[config.mk]
export PLATFORM = sky130hd
export DESIGN_NAME = spdif_sample_buffer
export DESIGN_NICKNAME = d
export VERILOG_FILES = /design/src/rtl/spdif_sample_buffer.sv
export SDC_FILE = /design/constraint.sdc
export NUM_CORES = 2
export LEC_CHECK = 0
export CAP_MARGIN = 15
export CORE_MARGIN = 4
export CORE_UTILIZATION = 60
export DETAILED_ROUTE_END_ITERATION = 10
export PLACE_DENSITY = 0.77
export REMOVE_ABC_BUFFERS = 1
export SLEW_MARGIN = 15
export SYNTH_ARGS = -nofsm -noshare
export SYNTH_HDL_FRONTEND = slang
export SYNTH_SLANG_ARGS = --single-unit
[constraint.sdc]
create_clock -name clk_60mhz -period 13.3 [get_ports clk_60mhz]
set_input_delay 1.33 -clock clk_60mhz [delete_from_list [all_inputs] [get_ports clk_60mhz]]
set_output_delay 1.33 -clock clk_60mhz [all_outputs]
set_load 0.01 [all_outputs]
[src/rtl/spdif_sample_buffer.sv]
// Frame-assembling sample FIFO between the S/PDIF decoder (60 MHz) and the frame
// assembler; frames leave over a toggle req/ack handshake with prefill muting.
module spdif_sample_buffer #(
  parameter int SAMPLE_W    = 20,
  parameter int OUT_W       = 16,
  parameter int CHANNELS    = 2,
  parameter int DEPTH       = 64,
  parameter int START_LEVEL = DEPTH / 2,
  localparam int CH_W       = (CHANNELS > 1) ? $clog2(CHANNELS) : 1,
  localparam int AW         = $clog2(DEPTH)
) (
  input  logic                      clk_60mhz,
  input  logic                      rst,
  input  logic                      vin,
  input  logic [SAMPLE_W-1:0]       din,
  input  logic [CH_W-1:0]           ch_in,
  input  logic                      req_toggle,
  output logic                      ack_toggle,
  output logic [CHANNELS*OUT_W-1:0] dout,
  output logic                      muted,
  output logic [AW:0]               level,
  output logic [7:0]                underrun_cnt,
  output logic [7:0]                overflow_cnt,
  output logic [7:0]                seq_err_cnt
);

  localparam int FRAME_W = CHANNELS * OUT_W;
  localparam logic [1:0] SVC_IDLE  = 2'd0;
  localparam logic [1:0] SVC_DATA  = 2'd1;
  localparam logic [1:0] SVC_MUTE  = 2'd2;
  localparam logic [1:0] SVC_UNDER = 2'd3;
  localparam logic [CH_W-1:0] LAST_CH     = CH_W'(CHANNELS - 1);
  localparam logic [CH_W-1:0] CH_ONE      = CH_W'(1);
  localparam logic [AW:0]     PTR_ONE     = (AW + 1)'(1);
  localparam logic [AW:0]     LEVEL_START = (AW + 1)'(START_LEVEL);

  logic [OUT_W-1:0]   lane_q [CHANNELS];
  logic [OUT_W-1:0]   lane_d [CHANNELS];
  logic [CH_W-1:0]    expected_q, expected_d;
  logic               frame_valid_q, frame_valid_d;
  logic [AW:0]        wr_ptr_q, wr_ptr_d, rd_ptr_q, rd_ptr_d, level_q, level_d;
  logic               sync1_q, sync1_d, sync2_q, sync2_d, hist_q, hist_d;
  logic [1:0]         svc_q, svc_d;
  logic [FRAME_W-1:0] dout_q, dout_d, frame_data, rd_data_q;
  logic               muted_q, muted_d, ack_q, ack_d;
  logic [7:0]         und_q, und_d, ovf_q, ovf_d, seq_q, seq_d;
  logic [FRAME_W-1:0] mem [DEPTH];
  logic               full, empty, wr_en, rd_en, pop_evt;
  logic               din_unused;

  // Only the top OUT_W bits of each sample are kept.
  assign din_unused = ^din;

  function automatic logic [7:0] sat_inc(input logic [7:0] v);
    return (v == 8'hFF) ? v : v + 8'd1;
  endfunction

  // A mismatched channel index abandons the partial frame; a stray channel 0
  // is taken as the start of a fresh frame rather than thrown away.
  always_comb begin
    lane_d        = lane_q;
    expected_d    = expected_q;
    frame_valid_d = 1'b0;
    seq_d         = seq_q;
    if (vin) begin
      if (ch_in == expected_q) begin
        lane_d[expected_q] = din[SAMPLE_W-1 -: OUT_W];
        if (expected_q == LAST_CH) begin
          expected_d    = '0;
          frame_valid_d = 1'b1;
        end else begin
          expected_d = expected_q + CH_ONE;
        end
      end else begin
        seq_d = sat_inc(seq_q);
        if (ch_in == '0) begin
          lane_d[0]  = din[SAMPLE_W-1 -: OUT_W];
          expected_d = CH_ONE;
        end else begin
          expected_d = '0;
        end
      end
    end
  end

  always_comb begin
    frame_data = '0;
    for (int i = 0; i < CHANNELS; i++) begin
      frame_data[i*OUT_W +: OUT_W] = lane_q[i];
    end
  end

  // Fullness is judged on the registered pointers, so a pop landing in the
  // same cycle cannot make room for an incoming frame.
  always_comb begin
    full     = (wr_ptr_q[AW] != rd_ptr_q[AW]) && (wr_ptr_q[AW-1:0] == rd_ptr_q[AW-1:0]);
    empty    = (wr_ptr_q == rd_ptr_q);
    wr_en    = frame_valid_q && !full;
    pop_evt  = (sync2_q != hist_q);
    rd_en    = pop_evt && !muted_q && !empty;
    ovf_d    = (frame_valid_q && full) ? sat_inc(ovf_q) : ovf_q;
    wr_ptr_d = wr_en ? wr_ptr_q + PTR_ONE : wr_ptr_q;
    rd_ptr_d = rd_en ? rd_ptr_q + PTR_ONE : rd_ptr_q;
    level_d  = wr_ptr_d - rd_ptr_d;
    sync1_d  = req_toggle;
    sync2_d  = sync1_q;
    hist_d   = sync2_q;
  end

  // The pop decision is taken alongside the RAM read; outputs follow one
  // cycle later so dout and ack_toggle always move on the same edge.
  always_comb begin
    svc_d = SVC_IDLE;
    if (pop_evt) begin
      if (muted_q)    svc_d = SVC_MUTE;
      else if (empty) svc_d = SVC_UNDER;
      else            svc_d = SVC_DATA;
    end
    dout_d  = dout_q;
    ack_d   = ack_q;
    und_d   = und_q;
    muted_d = muted_q;
    if (level_q >= LEVEL_START) muted_d = 1'b0;
    case (svc_q)
      SVC_DATA: begin
        dout_d = rd_data_q;
        ack_d  = ~ack_q;
      end
      SVC_MUTE: begin
        dout_d = '0;
        ack_d  = ~ack_q;
      end
      SVC_UNDER: begin
        dout_d  = '0;
        ack_d   = ~ack_q;
        muted_d = 1'b1;
        und_d   = sat_inc(und_q);
      end
      default: ;
    endcase
  end

  always_ff @(posedge clk_60mhz) begin
    if (rst) begin
      for (int i = 0; i < CHANNELS; i++) lane_q[i] <= '0;
      expected_q    <= '0;
      frame_valid_q <= 1'b0;
      wr_ptr_q      <= '0;
      rd_ptr_q      <= '0;
      level_q       <= '0;
      sync1_q       <= 1'b0;
      sync2_q       <= 1'b0;
      hist_q        <= 1'b0;
      svc_q         <= SVC_IDLE;
      dout_q        <= '0;
      muted_q       <= 1'b1;
      ack_q         <= 1'b0;
      und_q         <= '0;
      ovf_q         <= '0;
      seq_q         <= '0;
    end else begin
      lane_q        <= lane_d;
      expected_q    <= expected_d;
      frame_valid_q <= frame_valid_d;
      wr_ptr_q      <= wr_ptr_d;
      rd_ptr_q      <= rd_ptr_d;
      level_q       <= level_d;
      sync1_q       <= sync1_d;
      sync2_q       <= sync2_d;
      hist_q        <= hist_d;
      svc_q         <= svc_d;
      dout_q        <= dout_d;
      muted_q       <= muted_d;
      ack_q         <= ack_d;
      und_q         <= und_d;
      ovf_q         <= ovf_d;
      seq_q         <= seq_d;
    end
  end

  always_ff @(posedge clk_60mhz) begin
    if (wr_en) mem[wr_ptr_q[AW-1:0]] <= frame_data;
    if (rd_en) rd_data_q <= mem[rd_ptr_q[AW-1:0]];
  end

  assign dout         = dout_q;
  assign ack_toggle   = ack_q;
  assign muted        = muted_q;
  assign level        = level_q;
  assign underrun_cnt = und_q;
  assign overflow_cnt = ovf_q;
  assign seq_err_cnt  = seq_q;

endmodule

==> out/summary.txt <==
status - finished clean
number of global-route vias before repair - 41,000
post-synthesis cell type count - 48
Port Buffers - 85
most frequent cells in the layout - 2,080 x edfxtp_1, 640 x mux4_2, 208 x clkbuf_16
RSZ-0062 raised after global routing - false
layout cell share with drive strength beyond 1 - 0.291
clk root buf - clkbuf_16
crit path cell chain - buf_12 > buf_4 > buf_4 > mux4_2 > mux4_2 > a22oi_1 > nand2_1
crit path max-delay cell type - dfxtp_4
Post-CTS Resized - 0
Fmax - 191 MHz
crit path max fanout - 95
GP Congestion - 0.811
Synth Instances - 3,609
Reg area - 65,000 um2
critical path class - reg -> reg
EDFF count, synth - 2,080
Worst Hold Class - reg -> reg
R2R Setup Slk - 8.05 ns
vias per cell - 6.92
worst skew pair latency - 0.85 ns
multi-input logic area - 18,200 um2
sequential-to-total area share from yosys stat - 0.776
slew margin rel. - 0.234
met3 WL post-DR - 22,500 um
kind of start point of the critical path - flop
via count - 39,800
fin. max-slew vios - 0
Filler Cells Inserted - 7,965
grt ovf - 0
setup tns final - 0 ns
Row Count - 136
Starting Density - 0.606
Max stage delay on crit path - 0.92 ns
Worst Max-Slew Pin Slew - 1.15 ns
Final Setup Violations - 0
Max Cap Viol - 0
Syn Area/Cell - 23.2 um2
P&R area growth vs syn - 12.0%
post-synthesis async set-or-reset flop share - 0
global-route wire length before repair - 292,000 um
Setup crit end kind - flop
antenna violations before repair - 2
All-Layer GR Usage - 0.281
Worst Path Arrival - 5.81 ns
leakage - 29.1 nW
Metal-1 WL - 70,900 um
FF+latch count, synth - 2,198
clock-pin slew on the worst setup and hold paths - 0.06 ns
buffers plus inverters on the worst setup path - 3
HPWL after DPL - 97,500 um
CP top delay family - buffers and inverters
Post-synth top flop - edfxtp_1
pin count of the biggest net entering global routing - 152
CTS tree - built
met2 routed WL - 101,000 um
number of hold buffers added after cts - 0
CP required - 13.86 ns
clk sinks - 2,198
DRT Wirelength - 202,000 um
drt pass-1 iters - 5
Die Ht - 381 um
antenna viol nets, final - 0
synth warn - 0
hold_ws - 0.458 ns
drt drc - 0
final period utilization - 0.395
Worst Clk Skew - 0.0312 ns
CTS Buffer Depth - 3
Pwr per Cell Area - 144 nW/um2
post-CTS setup buffers - 0
I/O pin total - 90
VDD IR-drop max - 0.133 mV
die area - 145,000 um2
area of the core - 138,000 um2
die width - 381 um
leading cell type in the layout, fill and taps excluded - edfxtp_1
mapped cell area - 83,600 um2
min Tclk post-route - 5.25 ns
final hold violation count - 0
Starting DRT DRC Count - 5,858
CTS HTree Levels - 4
final net count - 3,833
routed length per placed instance - 35.0 um
Top Layer Used - met4
cts bufs inserted - 205
==> sequential cells by signal (all words and copies together) (netlist names), 2 cells and up <==
signal and count:
dout 32, frame_data 32, level 7, mem 2048, overflow_cnt 8, rd_data_q 32
rd_ptr_q 7, seq_err_cnt 8, svc_q 2, underrun_cnt 8, wr_ptr_q 7
==> cells in the mapped netlist, types with 7 or more instances <==
library cell  instances  area share
edfxtp_1           2080        0.75
mux4_2              640        0.17
nor2_1              130      0.0058
dfxtp_1             118       0.028
clkbuf_1            110      0.0049
nand2_1              98      0.0044
a22oi_1              64      0.0057
a21oi_1              42      0.0025
mux2i_1              37      0.0044
buf_2                32      0.0019
buf_1                28      0.0013
nand3_1              26      0.0016
xor2_1               20      0.0021
xnor2_1              19      0.0020
nor3_1               17      0.0010
buf_4                16      0.0014
buf_6                16      0.0022
ha_1                 15      0.0022
nand4_1              13     0.00097
inv_1                10     0.00045
o21ai_1               8     0.00048
or3_1                 8     0.00060
nand3b_1              7     0.00063
nor2b_1               7     0.00052
==> area by class of cell <==
class,count,share of cell area
diodes,2,0.0000535
clock buffers,265,0.0585
clock inverters,112,0.0112
inverters,11,0.000441
multi-input cells,1198,0.195
flip-flops and latches,2198,0.694
well taps,1794,0.0240
repair buffers,178,0.0173
==> path summary, 6_finish.rpt <==
check | start | endpoint | cells past startpoint
min | sync1_q | hist_d | 1
min reg2reg | sync1_q | hist_d | 1
max | rd_ptr_q[0] | rd_data_q[4] | 7
max reg2reg | rd_ptr_q[0] | rd_data_q[4] | 7
==> through the flow <==
| stage | instances | util | total power [mW] | area, um2 | setup slack [ns] |
|---|---|---|---|---|---|
| after floorplan | 3407 | - | 7.75 | 82600 | -12.29 |
| final | 5758 | 0.679 | 13.4 | 93600 | 8.05 |
| after global routing | 5756 | 0.679 | 13.8 | 93600 | 7.43 |
| after detailed placement | 5378 | 0.631 | 7.82 | 87000 | 7.92 |
| after CTS | 5755 | 0.678 | 13.5 | 93500 | 7.87 |
| after global placement | 5378 | 0.631 | 7.81 | 87000 | 7.95 |
==> cell families (layout without fill, tap and decap cells) <==
group / Yosys count / after routing / synth area share
fa+ha+maj: 16 / 16 / 0.00249
simple gates: 335 / 335 / 0.0181
flops: 2198 / 2198 / 0.776
xor+xnor: 40 / 40 / 0.00428
buf+inv: 213 / 566 / 0.0122
other cells: 0 / 2 / 0
compound gates: 129 / 129 / 0.0102
mux: 678 / 678 / 0.177
==> per-layer routing <==
layer,up-vias,global-route usage
met5,-,0
met4,0,0.0930
met3,463,0.0644
met2,2805,0.455
met1,20900,0.388
li1,15600,-
==> where the power goes <==
group	internal, mW	total (mW)	switching [mW]
Combinational	0.0168	0.0520	0.0352
Clock	3.22	5.77	2.54
Sequential	7.54	7.62	0.0761
Note: power is estimated with default switching activity, not from simulation.
